### src/rtl/alu_share_arb_if.sv
// Handshake bundle between the two ALU requesters, the shared-ALU arbiter and the writeback consumer.
// The arbiter uses the slave view; the issue/writeback side uses the master view.
interface alu_share_arb_if #(
    parameter int CNT_W = 16
);
    logic             req0_valid;
    logic             req0_ready;
    logic [3:0]       req0_ctrl;
    logic [7:0]       req0_a;
    logic [7:0]       req0_b;
    logic             req1_valid;
    logic             req1_ready;
    logic [3:0]       req1_ctrl;
    logic [7:0]       req1_a;
    logic [7:0]       req1_b;
    logic             rsp_valid;
    logic             rsp_ready;
    logic             rsp_id;
    logic [7:0]       rsp_result;
    logic             rsp_zero;
    logic             rsp_carry;
    logic             rsp_ovf;
    logic [CNT_W-1:0] op_count;

    modport slave (
        input  req0_valid, req0_ctrl, req0_a, req0_b,
        input  req1_valid, req1_ctrl, req1_a, req1_b,
        input  rsp_ready,
        output req0_ready, req1_ready,
        output rsp_valid, rsp_id, rsp_result, rsp_zero, rsp_carry, rsp_ovf, op_count
    );

    modport master (
        output req0_valid, req0_ctrl, req0_a, req0_b,
        output req1_valid, req1_ctrl, req1_a, req1_b,
        output rsp_ready,
        input  req0_ready, req1_ready,
        input  rsp_valid, rsp_id, rsp_result, rsp_zero, rsp_carry, rsp_ovf, op_count
    );
endinterface

### src/rtl/alu_share_arb.sv
// Two-requester arbiter for one shared 8-bit ALU, with a one-entry registered response buffer.
// state    | meaning
// EMPTY    | no response buffered; any valid request is accepted
// FULL     | response held on rsp_*; new accept only together with a drain
module alu_share_arb #(
    parameter int RR_EN = 1,
    parameter int CNT_W = 16
) (
    input logic          clk,
    input logic          reset,
    alu_share_arb_if.slave bus
);
    localparam logic [0:0] ST_EMPTY = 1'b0;
    localparam logic [0:0] ST_FULL  = 1'b1;

    logic [0:0]       state_q, state_d;
    logic             last_q;
    logic             id_q;
    logic [7:0]       res_q;
    logic             zero_q, carry_q, ovf_q;
    logic [CNT_W-1:0] cnt_q;

    logic       grant, can_accept, accept, drain;
    logic [3:0] op_ctrl;
    logic [7:0] op_a, op_b, alu_res;
    logic       alu_carry, alu_ovf;
    logic [8:0] sum9, diff9;

    always_comb begin
        // Contended grant goes to whoever did not win last; last_q resets to 1 so requester 0 wins first.
        if (bus.req0_valid && bus.req1_valid)
            grant = (RR_EN != 0) ? ~last_q : 1'b0;
        else
            grant = bus.req1_valid;
        can_accept = (state_q == ST_EMPTY) || bus.rsp_ready;
        accept     = can_accept && (bus.req0_valid || bus.req1_valid);
        drain      = (state_q == ST_FULL) && bus.rsp_ready;

        op_ctrl = grant ? bus.req1_ctrl : bus.req0_ctrl;
        op_a    = grant ? bus.req1_a    : bus.req0_a;
        op_b    = grant ? bus.req1_b    : bus.req0_b;
        sum9    = {1'b0, op_a} + {1'b0, op_b};
        diff9   = {1'b0, op_a} - {1'b0, op_b};

        alu_res   = 8'h00;
        alu_carry = 1'b0;
        alu_ovf   = 1'b0;
        case (op_ctrl)
            4'd0:  alu_res = op_a & op_b;
            4'd1:  alu_res = op_a | op_b;
            4'd2: begin
                alu_res   = sum9[7:0];
                alu_carry = sum9[8];
                alu_ovf   = (op_a[7] == op_b[7]) && (sum9[7] != op_a[7]);
            end
            4'd6: begin
                alu_res   = diff9[7:0];
                alu_carry = ~diff9[8];
                alu_ovf   = (op_a[7] != op_b[7]) && (diff9[7] != op_a[7]);
            end
            4'd7:  alu_res = {7'b0, (op_a < op_b)};
            4'd12: alu_res = ~(op_a | op_b);
            default: alu_res = 8'h00;
        endcase

        if (accept)
            state_d = ST_FULL;
        else if (drain)
            state_d = ST_EMPTY;
        else
            state_d = state_q;
    end

    always_ff @(posedge clk or posedge reset) begin
        if (reset) begin
            state_q <= ST_EMPTY;
            last_q  <= 1'b1;
            id_q    <= 1'b0;
            res_q   <= 8'h00;
            zero_q  <= 1'b0;
            carry_q <= 1'b0;
            ovf_q   <= 1'b0;
            cnt_q   <= '0;
        end else begin
            state_q <= state_d;
            if (accept) begin
                last_q  <= grant;
                id_q    <= grant;
                res_q   <= alu_res;
                zero_q  <= (alu_res == 8'h00);
                carry_q <= alu_carry;
                ovf_q   <= alu_ovf;
                cnt_q   <= cnt_q + CNT_W'(1);
            end
        end
    end

    assign bus.req0_ready = can_accept && bus.req0_valid && !grant;
    assign bus.req1_ready = can_accept && bus.req1_valid && grant;
    assign bus.rsp_valid  = (state_q == ST_FULL);
    assign bus.rsp_id     = id_q;
    assign bus.rsp_result = res_q;
    assign bus.rsp_zero   = zero_q;
    assign bus.rsp_carry  = carry_q;
    assign bus.rsp_ovf    = ovf_q;
    assign bus.op_count   = cnt_q;
endmodule

### src/flat_wrapper.sv
// flat-port wrapper written by rule: the top's interface ports become plain ports
module alu_share_arb_flat 
#(
    parameter int RR_EN = 1,
    parameter int CNT_W = 16
)
  (clk, reset, bus_req0_valid, bus_req0_ctrl, bus_req0_a, bus_req0_b, bus_req1_valid, bus_req1_ctrl, bus_req1_a, bus_req1_b, bus_rsp_ready, bus_req0_ready, bus_req1_ready, bus_rsp_valid, bus_rsp_id, bus_rsp_result, bus_rsp_zero, bus_rsp_carry, bus_rsp_ovf, bus_op_count);
  alu_share_arb_if #(.CNT_W(CNT_W)) bus_i ();
  input logic clk;
  input logic reset;
  input wire logic [$bits(bus_i.req0_valid)-1:0] bus_req0_valid;
  input wire logic [$bits(bus_i.req0_ctrl)-1:0] bus_req0_ctrl;
  input wire logic [$bits(bus_i.req0_a)-1:0] bus_req0_a;
  input wire logic [$bits(bus_i.req0_b)-1:0] bus_req0_b;
  input wire logic [$bits(bus_i.req1_valid)-1:0] bus_req1_valid;
  input wire logic [$bits(bus_i.req1_ctrl)-1:0] bus_req1_ctrl;
  input wire logic [$bits(bus_i.req1_a)-1:0] bus_req1_a;
  input wire logic [$bits(bus_i.req1_b)-1:0] bus_req1_b;
  input wire logic [$bits(bus_i.rsp_ready)-1:0] bus_rsp_ready;
  output wire logic [$bits(bus_i.req0_ready)-1:0] bus_req0_ready;
  output wire logic [$bits(bus_i.req1_ready)-1:0] bus_req1_ready;
  output wire logic [$bits(bus_i.rsp_valid)-1:0] bus_rsp_valid;
  output wire logic [$bits(bus_i.rsp_id)-1:0] bus_rsp_id;
  output wire logic [$bits(bus_i.rsp_result)-1:0] bus_rsp_result;
  output wire logic [$bits(bus_i.rsp_zero)-1:0] bus_rsp_zero;
  output wire logic [$bits(bus_i.rsp_carry)-1:0] bus_rsp_carry;
  output wire logic [$bits(bus_i.rsp_ovf)-1:0] bus_rsp_ovf;
  output wire logic [$bits(bus_i.op_count)-1:0] bus_op_count;
  assign bus_i.req0_valid = bus_req0_valid;
  assign bus_i.req0_ctrl = bus_req0_ctrl;
  assign bus_i.req0_a = bus_req0_a;
  assign bus_i.req0_b = bus_req0_b;
  assign bus_i.req1_valid = bus_req1_valid;
  assign bus_i.req1_ctrl = bus_req1_ctrl;
  assign bus_i.req1_a = bus_req1_a;
  assign bus_i.req1_b = bus_req1_b;
  assign bus_i.rsp_ready = bus_rsp_ready;
  assign bus_req0_ready = bus_i.req0_ready;
  assign bus_req1_ready = bus_i.req1_ready;
  assign bus_rsp_valid = bus_i.rsp_valid;
  assign bus_rsp_id = bus_i.rsp_id;
  assign bus_rsp_result = bus_i.rsp_result;
  assign bus_rsp_zero = bus_i.rsp_zero;
  assign bus_rsp_carry = bus_i.rsp_carry;
  assign bus_rsp_ovf = bus_i.rsp_ovf;
  assign bus_op_count = bus_i.op_count;
  alu_share_arb #(.RR_EN(RR_EN), .CNT_W(CNT_W)) u_core (.clk(clk), .reset(reset), .bus(bus_i));
endmodule
### config.mk
export PLATFORM = sky130hd
export DESIGN_NAME = alu_share_arb_flat
export DESIGN_NICKNAME = d
export VERILOG_FILES = /design/src/rtl/alu_share_arb_if.sv /design/src/rtl/alu_share_arb.sv /design/src/flat_wrapper.sv
export SDC_FILE = /design/constraint.sdc
export NUM_CORES = 1
export LEC_CHECK = 0
export ABC_AREA = 1
export CORE_ASPECT_RATIO = 1.5
export CORE_MARGIN = 4
export CORE_UTILIZATION = 50
export DETAILED_ROUTE_END_ITERATION = 10
export PLACE_DENSITY_LB_ADDON = 0.08
export SYNTH_ARGS = -nofsm -noshare
export SYNTH_HDL_FRONTEND = slang
export SYNTH_SLANG_ARGS = --single-unit
### constraint.sdc
create_clock -name clk -period 3.3 [get_ports clk]
set_clock_uncertainty 0.1 [all_clocks]
set_input_delay 0.825 -clock clk [delete_from_list [all_inputs] [get_ports clk]]
set_output_delay 0.825 -clock clk [all_outputs]
set_load 0.005 [all_outputs]
==> results of run 1 <==
## metal layers
metal	up-vias	GRT usage [%]	part of all wire, %	routed length [um]
met5	-	0	0	0
met4	0	13.17	4.2	350
met2	108	45.68	54	4527
met1	1494	22.72	37	3070
li1	1642	-	-	-
met3	25	2.657	4.4	369
## registers in the layout, summed over array words and instances (netlist names)
| register | cells |
|---|---|
| u_core.bus.op_count | 16 |
| u_core.bus.rsp_carry | 1 |
| u_core.bus.rsp_id | 1 |
| u_core.bus.rsp_ovf | 1 |
| u_core.bus.rsp_result | 8 |
| u_core.bus.rsp_valid | 1 |
| u_core.bus.rsp_zero | 1 |
| u_core.last_q | 1 |
## placed cells by master, fill, tap and decap left out, types with 2 or more instances in the layout
cell	instances
o21ai_2	2
a21oi_1	7
inv_1	65
nand3_2	3
clkdlybuf4s50_1	73
o21ai_1	10
nor2_2	12
nor2_1	20
dfrtp_1	29
nor2_4	5
clkbuf_8	5
nand3_1	52
ha_4	3
nand3b_1	7
nand4_1	9
or2_2	8
clkinv_2	2
nand2_2	4
xnor2_1	7
a31oi_1	2
o21ai_0	13
xor2_1	12
nand2_4	4
nand2_1	124
buf_4	56
nor3_1	2
ha_1	20
ha_2	2
## final cells by class
type,instances,area (sq um)
flip-flops and latches,30,752.0
repair buffers,131,1169
clock inverters,3,40.04
inverters,66,247.7
well taps,72,90.09
multi-input cells,334,1974
clock buffers,5,68.82
fillers,514,1444
## power by group through the flow
stage	Combinational [mW]	Sequential, mW	Clock [mW]
2_1_floorplan	0.488	0.540	0
3_3_place_gp	0.935	0.542	0
3_5_place_dp	0.960	0.549	0
4_1_cts	0.981	0.544	0.364
5_1_grt	1.10	0.553	0.383
6_report	1.00	0.543	0.357
## worst reg2reg max path, delay by kind of cell (launching register included)
family	cells	cell delay (ps)
AND/OR/NAND/NOR	15	1390
buffers and inverters	3	320
AO/OA/AOI/OAI	1	110
adder cells (fa/ha/maj)	1	360
flip-flops	1	560
## cells by family after synthesis
group / synth area share [%]
AOI/OAI and AO/OA: 6.234
xor gates and xnor gates: 5.602
buffers and inverters: 10.95
DFF: 25.32
adders and majority gates: 11.88
and+or+nand+nor: 40.02
## worst max path at each step
stage / startpoint / endpoint / slack (ps) / cells past startpoint
after floorplan: bus_req1_valid / u_core.bus.rsp_zero$_DFFE_PP0P_ / 30 / 17
after global placement: bus_req0_valid / u_core.bus.rsp_zero$_DFFE_PP0P_ / -400 / 21
after detailed placement: bus_req0_valid / u_core.bus.rsp_zero$_DFFE_PP0P_ / -470 / 21
after CTS: bus_req1_valid / u_core.bus.rsp_zero$_DFFE_PP0P_ / 2 / 21
after global routing: bus_req0_a[0] / u_core.bus.rsp_zero$_DFFE_PP0P_ / 60 / 19
final: bus_rsp_ready / bus_req1_ready / 210 / 6
## what timing repair did
action | CTS | global route
resized for setup | 18 | 17
cloned | 0 | 0
buffers inserted | 0 | 0
setup endpoints to repair | 8 | 11
hold buffers | 0 | 0
pin swaps | 2 | 2
## stage by stage
stage	setup TNS [ps]	instances	cell area, sq um	hold WS (ps)	setup slack, ps
6_report	0	641	4342	370.8	207.9
5_1_grt	0	641	4342	390.4	55.61
4_1_cts	0	641	4293	376.8	2.499
3_5_place_dp	-3655	633	4154	367.9	-472.3
3_3_place_gp	-2880	633	4154	355.9	-403.3
2_1_floorplan	0	442	2970	364.7	26.66
==> metrics.yaml, run 1 <==
routing:
  wl_per_cell_um: 12.98
  vias_per_cell: 5.100
  routed_wl_um: 8317
  drc: 0
  drtIter0Drc: 194
  ant_nets: 0
  vias: 3269
  first_pass_iters: 4
logic_synthesis:
  synth_commonest_cells: "nand2_1 (124), inv_1 (65), nand3_1 (52), dfrtp_1 (29), nor2_1 (28)"
  synth_top_area_cell: "dfrtp_1"
  synth_most_common_cell: "nand2_1"
  synth_cell_types: 31
  syn_area_per_cell_sq_um: 6.720
  synth_fp_nets: 514
  seq_area_frac_synth_pct: 25.32
  ys.warnings.count: 0
  yosys_most_used_dff: "dfrtp_1"
  synthCells: 442
  async_flop_share_pct: 100.0
  yosysTopAreaCellShare_pct: 24.43
  ys_ff_latch: 30
  synthesis.area_sq_um: 2970
  synth-edff-count: 0
  yosys-top-cells-area: "dfrtp_1 (24%), nand2_1 (16%), ha_1 (11%)"
floorplanning:
  dieArea_sq_um: 7263
  fp-row-count: 34
  core_sq_um: 5786
  io_pins: 76
  die_w_um: 70.93
  die_h_um: 102.4
  initial_core_util_pct: 51.34
global_route:
  first_global_vias: 3123
  grt_use_total_pct: 23.10
  antenna_found_initial: 0
  grt_overflow_total: 0
  grt_pass1_wl_um: 13430
  grt_max_degree: 31
power_and_ir_drop:
  power.share.clock_pct: 18.8
  p_switching_mw: 0.7133
  p_leak_nw: 2.244
  power.internal_mw: 1.190
  total_power_mw: 1.904
  netSwitchingFraction_pct: 37.47
  power_density_nw_per_um2: 438.5
  ir_worst_vdd_v: 0.0002180
  p_comb_share_pct: 52.7
  p_seq_share_pct: 28.5
worst_setup_path:
  r2r_cells: 20
  cp_num_buf_inv: 3
  cp.arrival_ps: 2170
  end_kind: "primary output"
  cp_cell_sequence: "clkdlybuf4s50_1 -> inv_1 -> nand2_1 -> nand2_4 -> nor2_1 -> clkdlybuf4s50_1"
  required_ps: 2370
  worstSetupPathType: "input port to primary output"
  r2r-start: "u_core.last_q$_DFFE_PP1P_"
  cp_slowest_stage_delay_ps: 530
  crit_top_cell: "clkdlybuf4s50_1"
  cp_max_fo: 3
  crit_family: "buffers and inverters"
  start_kind: "input port"
  cpMaxStageDelayCell: "clkdlybuf4s50_1"
  r2r_end: "u_core.bus.rsp_zero$_DFFE_PP0P_"
  r2r_setup_slack_ps: 410
finish:
  finish.utilization_pct: 75.04
  area_growth_pct: 46.17
  nNetsFinal: 640
  num_antenna_cells: 0
  drive_gt1_share_pct: 19.68
hold_path:
  hp-start: "u_core.bus.op_count[15]$_DFFE_PP0P_"
  min_path_cells: 1
  hp-class: "flip-flop to flip-flop"
  hold_end: "u_core.bus.op_count[15]$_DFFE_PP0P_"
placement:
  dp_hpwl_um: 6903
  gp_congestion: 1.005
  io_buffers: 75
cts:
  htreeDepth: 2
  clock-root-buffer: "clkbuf_8"
  clock-sinks: 30
  cts_tree: "done"
  cts_buffers: 5
  clkLatencyLatePin_ps: 280
  clockBufferDepth: 2
  clkTransAtPathRegs_ps: 60
timing:
  drv_slew: 0
  grt_setup_unrepaired: "false"
  min_period_ps: 3092
  max_slew.worst_pin.slew_ps: 783.6
  maxSlewHeadroom_pct: 47.57
  post-route-period-util_pct: 93.70
  hold_viol_final: 0
  fmaxAchievable_mhz: 323.4
  setup_viol: 0
status:
  run_status: "finished, final reports clean"
run:
  cap_violations: 0
(Power assumes the default switching activity.)
==> run 2: changes to the inputs <==
--- a/config.mk
+++ b/config.mk
@@ -10,7 +10,7 @@
 export CORE_MARGIN = 4
 export CORE_UTILIZATION = 50
 export DETAILED_ROUTE_END_ITERATION = 10
-export PLACE_DENSITY_LB_ADDON = 0.08
+export PLACE_DENSITY = 0.81
 export SYNTH_ARGS = -nofsm -noshare
 export SYNTH_HDL_FRONTEND = slang
 export SYNTH_SLANG_ARGS = --single-unit
==> run 2 against run 1 <==
Net effect:
- flip-flop and latch count stayed put
- largest power group unchanged
- worst setup slack lost 47 ps
- wire length increased by 3.4%
- sequential share of layout area is 0.30 points lower
- count of clock-buffer cells in the layout grew 2
- die area unchanged
==> metrics.yaml, run 2 (synthesis gave the netlist of run 1 again) <==
hold_path:
  hold_end: "u_core.bus.op_count[15]$_DFFE_PP0P_"
  hp-class: "flip-flop to flip-flop"
  min_path_cells: 1
  hp-start: "u_core.bus.op_count[15]$_DFFE_PP0P_"
floorplanning:
  die_h_um: 102.4
  io_pins: 76
  core_sq_um: 5786
  initial_core_util_pct: 51.34
  die_w_um: 70.93
  fp-row-count: 34
  dieArea_sq_um: 7263
timing:
  hold_slack_ps: 387.3
  fmaxAchievable_mhz: 318.5
  post-route-period-util_pct: 95.14
  min_period_ps: 3140
  drv_slew: 0
  tns_ps: 0
  max_slew.worst_pin.slew_ps: 831.7
  finalWorstSetupSlack_ps: 160.4
  setup_viol: 0
  hold_viol_final: 0
  maxSlewHeadroom_pct: 44.35
finish:
  final_cells: 651
  num_antenna_cells: 0
  nNetsFinal: 650
  design_area_sq_um: 4419
  final_common_cell: "nand2_1"
  layout_common_cells: "nand2_1 (123), clkdlybuf4s50_1 (73), buf_4 (65), inv_1 (64), nand3_1 (51)"
  area_growth_pct: 48.78
  largest_register_ffs: 16
  finish.utilization_pct: 76.38
  drive_gt1_share_pct: 21.76
power_and_ir_drop:
  p_seq_share_pct: 28.7
  p_leak_nw: 2.279
  p_comb_share_pct: 55.4
  p_switching_mw: 0.7292
  power.internal_mw: 1.165
  ir_worst_vdd_v: 0.0001929
  power.share.clock_pct: 15.9
  power_density_nw_per_um2: 428.7
  netSwitchingFraction_pct: 38.49
  total_power_mw: 1.894
worst_setup_path:
  worstSetupStartpoint: "bus_rsp_ready"
  r2r-start: "u_core.last_q$_DFFE_PP1P_"
  cp.arrival_ps: 2210
  cp_max_fo: 3
  end_kind: "primary output"
  r2r_end: "u_core.bus.rsp_carry$_DFFE_PP0P_"
  worstSetupPathType: "input port to primary output"
  required_ps: 2370
  start_kind: "input port"
  r2r_setup_slack_ps: 400
  r2r_cells: 16
cts:
  clkLatencyLatePin_ps: 280
  cts_hold_buf: 0
  cts_tree: "done"
  clockBufferDepth: 2
  clkTransAtPathRegs_ps: 70
  cts_buffers: 5
  htreeDepth: 2
  clock-sinks: 30
  clock-root-buffer: "clkbuf_8"
status:
  run_status: "finished, final reports clean"
global_route:
  grt_max_degree: 31
  grt_pass1_wl_um: 14130
  antenna_found_initial: 0
  first_global_vias: 3234
  grt_use_total_pct: 24.03
  grt_overflow_total: 0
placement:
  dp_hpwl_um: 7152
  placed_cell_area_sq_um: 4192
  dp_slack_ps: -493.2
  gp_congestion: 0.9628
  io_buffers: 75
  placedCellCount: 638
routing:
  drtIter0Drc: 108
  wl_per_cell_um: 13.21
  routed_wl_um: 8598
  vias: 3279
  vias_per_cell: 5.037
  drc: 0
  first_pass_iters: 4
  ant_nets: 0
run:
  cap_violations: 0
-- run 2: worst max-delay path by stage --
| stage | cells past startpoint | endpoint |
|---|---|---|
| 2_1_floorplan | 17 | u_core.bus.rsp_zero$_DFFE_PP0P_ |
| 3_3_place_gp | 21 | u_core.bus.rsp_zero$_DFFE_PP0P_ |
| 3_5_place_dp | 21 | u_core.bus.rsp_zero$_DFFE_PP0P_ |
| 4_1_cts | 20 | u_core.bus.rsp_zero$_DFFE_PP0P_ |
| 5_1_grt | 16 | u_core.bus.rsp_carry$_DFFE_PP0P_ |
| 6_report | 6 | bus_req1_ready |
-- run 2: layout make-up --
cell class                      count  area [sq um]
Fill cell                         451          1366
Tap cell                           72         90.09
Clock inverter                      1         5.005
Sequential cell                    30         752.0
Inverter                           66         247.7
Timing Repair Buffer              141          1247
Clock buffer                        7         86.33
Multi-Input combinational cell    334          1991
-- run 2: metal layers --
layer | GRT usage (%) | vias up | share of wire, %
met2 | 48.03 | 109 | 55
met1 | 23.84 | 1477 | 36
li1 | - | 1659 | -
met4 | 11.87 | 0 | 4.7
met3 | 2.953 | 34 | 3.9
met5 | 0 | - | 0
-- run 2: worst max-delay path, stage by stage --
cell and delay [ps]:
clkdlybuf4s50_1 460, inv_1 40, nand2_1 150, nand2_4 70, nor2_1 140, clkdlybuf4s50_1 540
-- run 2: repair_timing --
item | 4_1_cts | 5_1_grt
setup buffers | 2 | 3
gates resized for setup | 11 | 29
hold endpoints to repair | 0 | 0
pin swaps | 2 | 12
endpoints found under the setup margin | 10 | 6
-- run 2: power by group through the flow --
| stage | sequential [mW] | clock (mW) | combinational (mW) |
|---|---|---|---|
| floorplan | 0.540 | 0 | 0.488 |
| global placement | 0.544 | 0 | 0.947 |
| detailed placement | 0.549 | 0 | 0.976 |
| CTS | 0.543 | 0.308 | 0.999 |
| global route | 0.558 | 0.324 | 1.16 |
| finish | 0.544 | 0.302 | 1.05 |
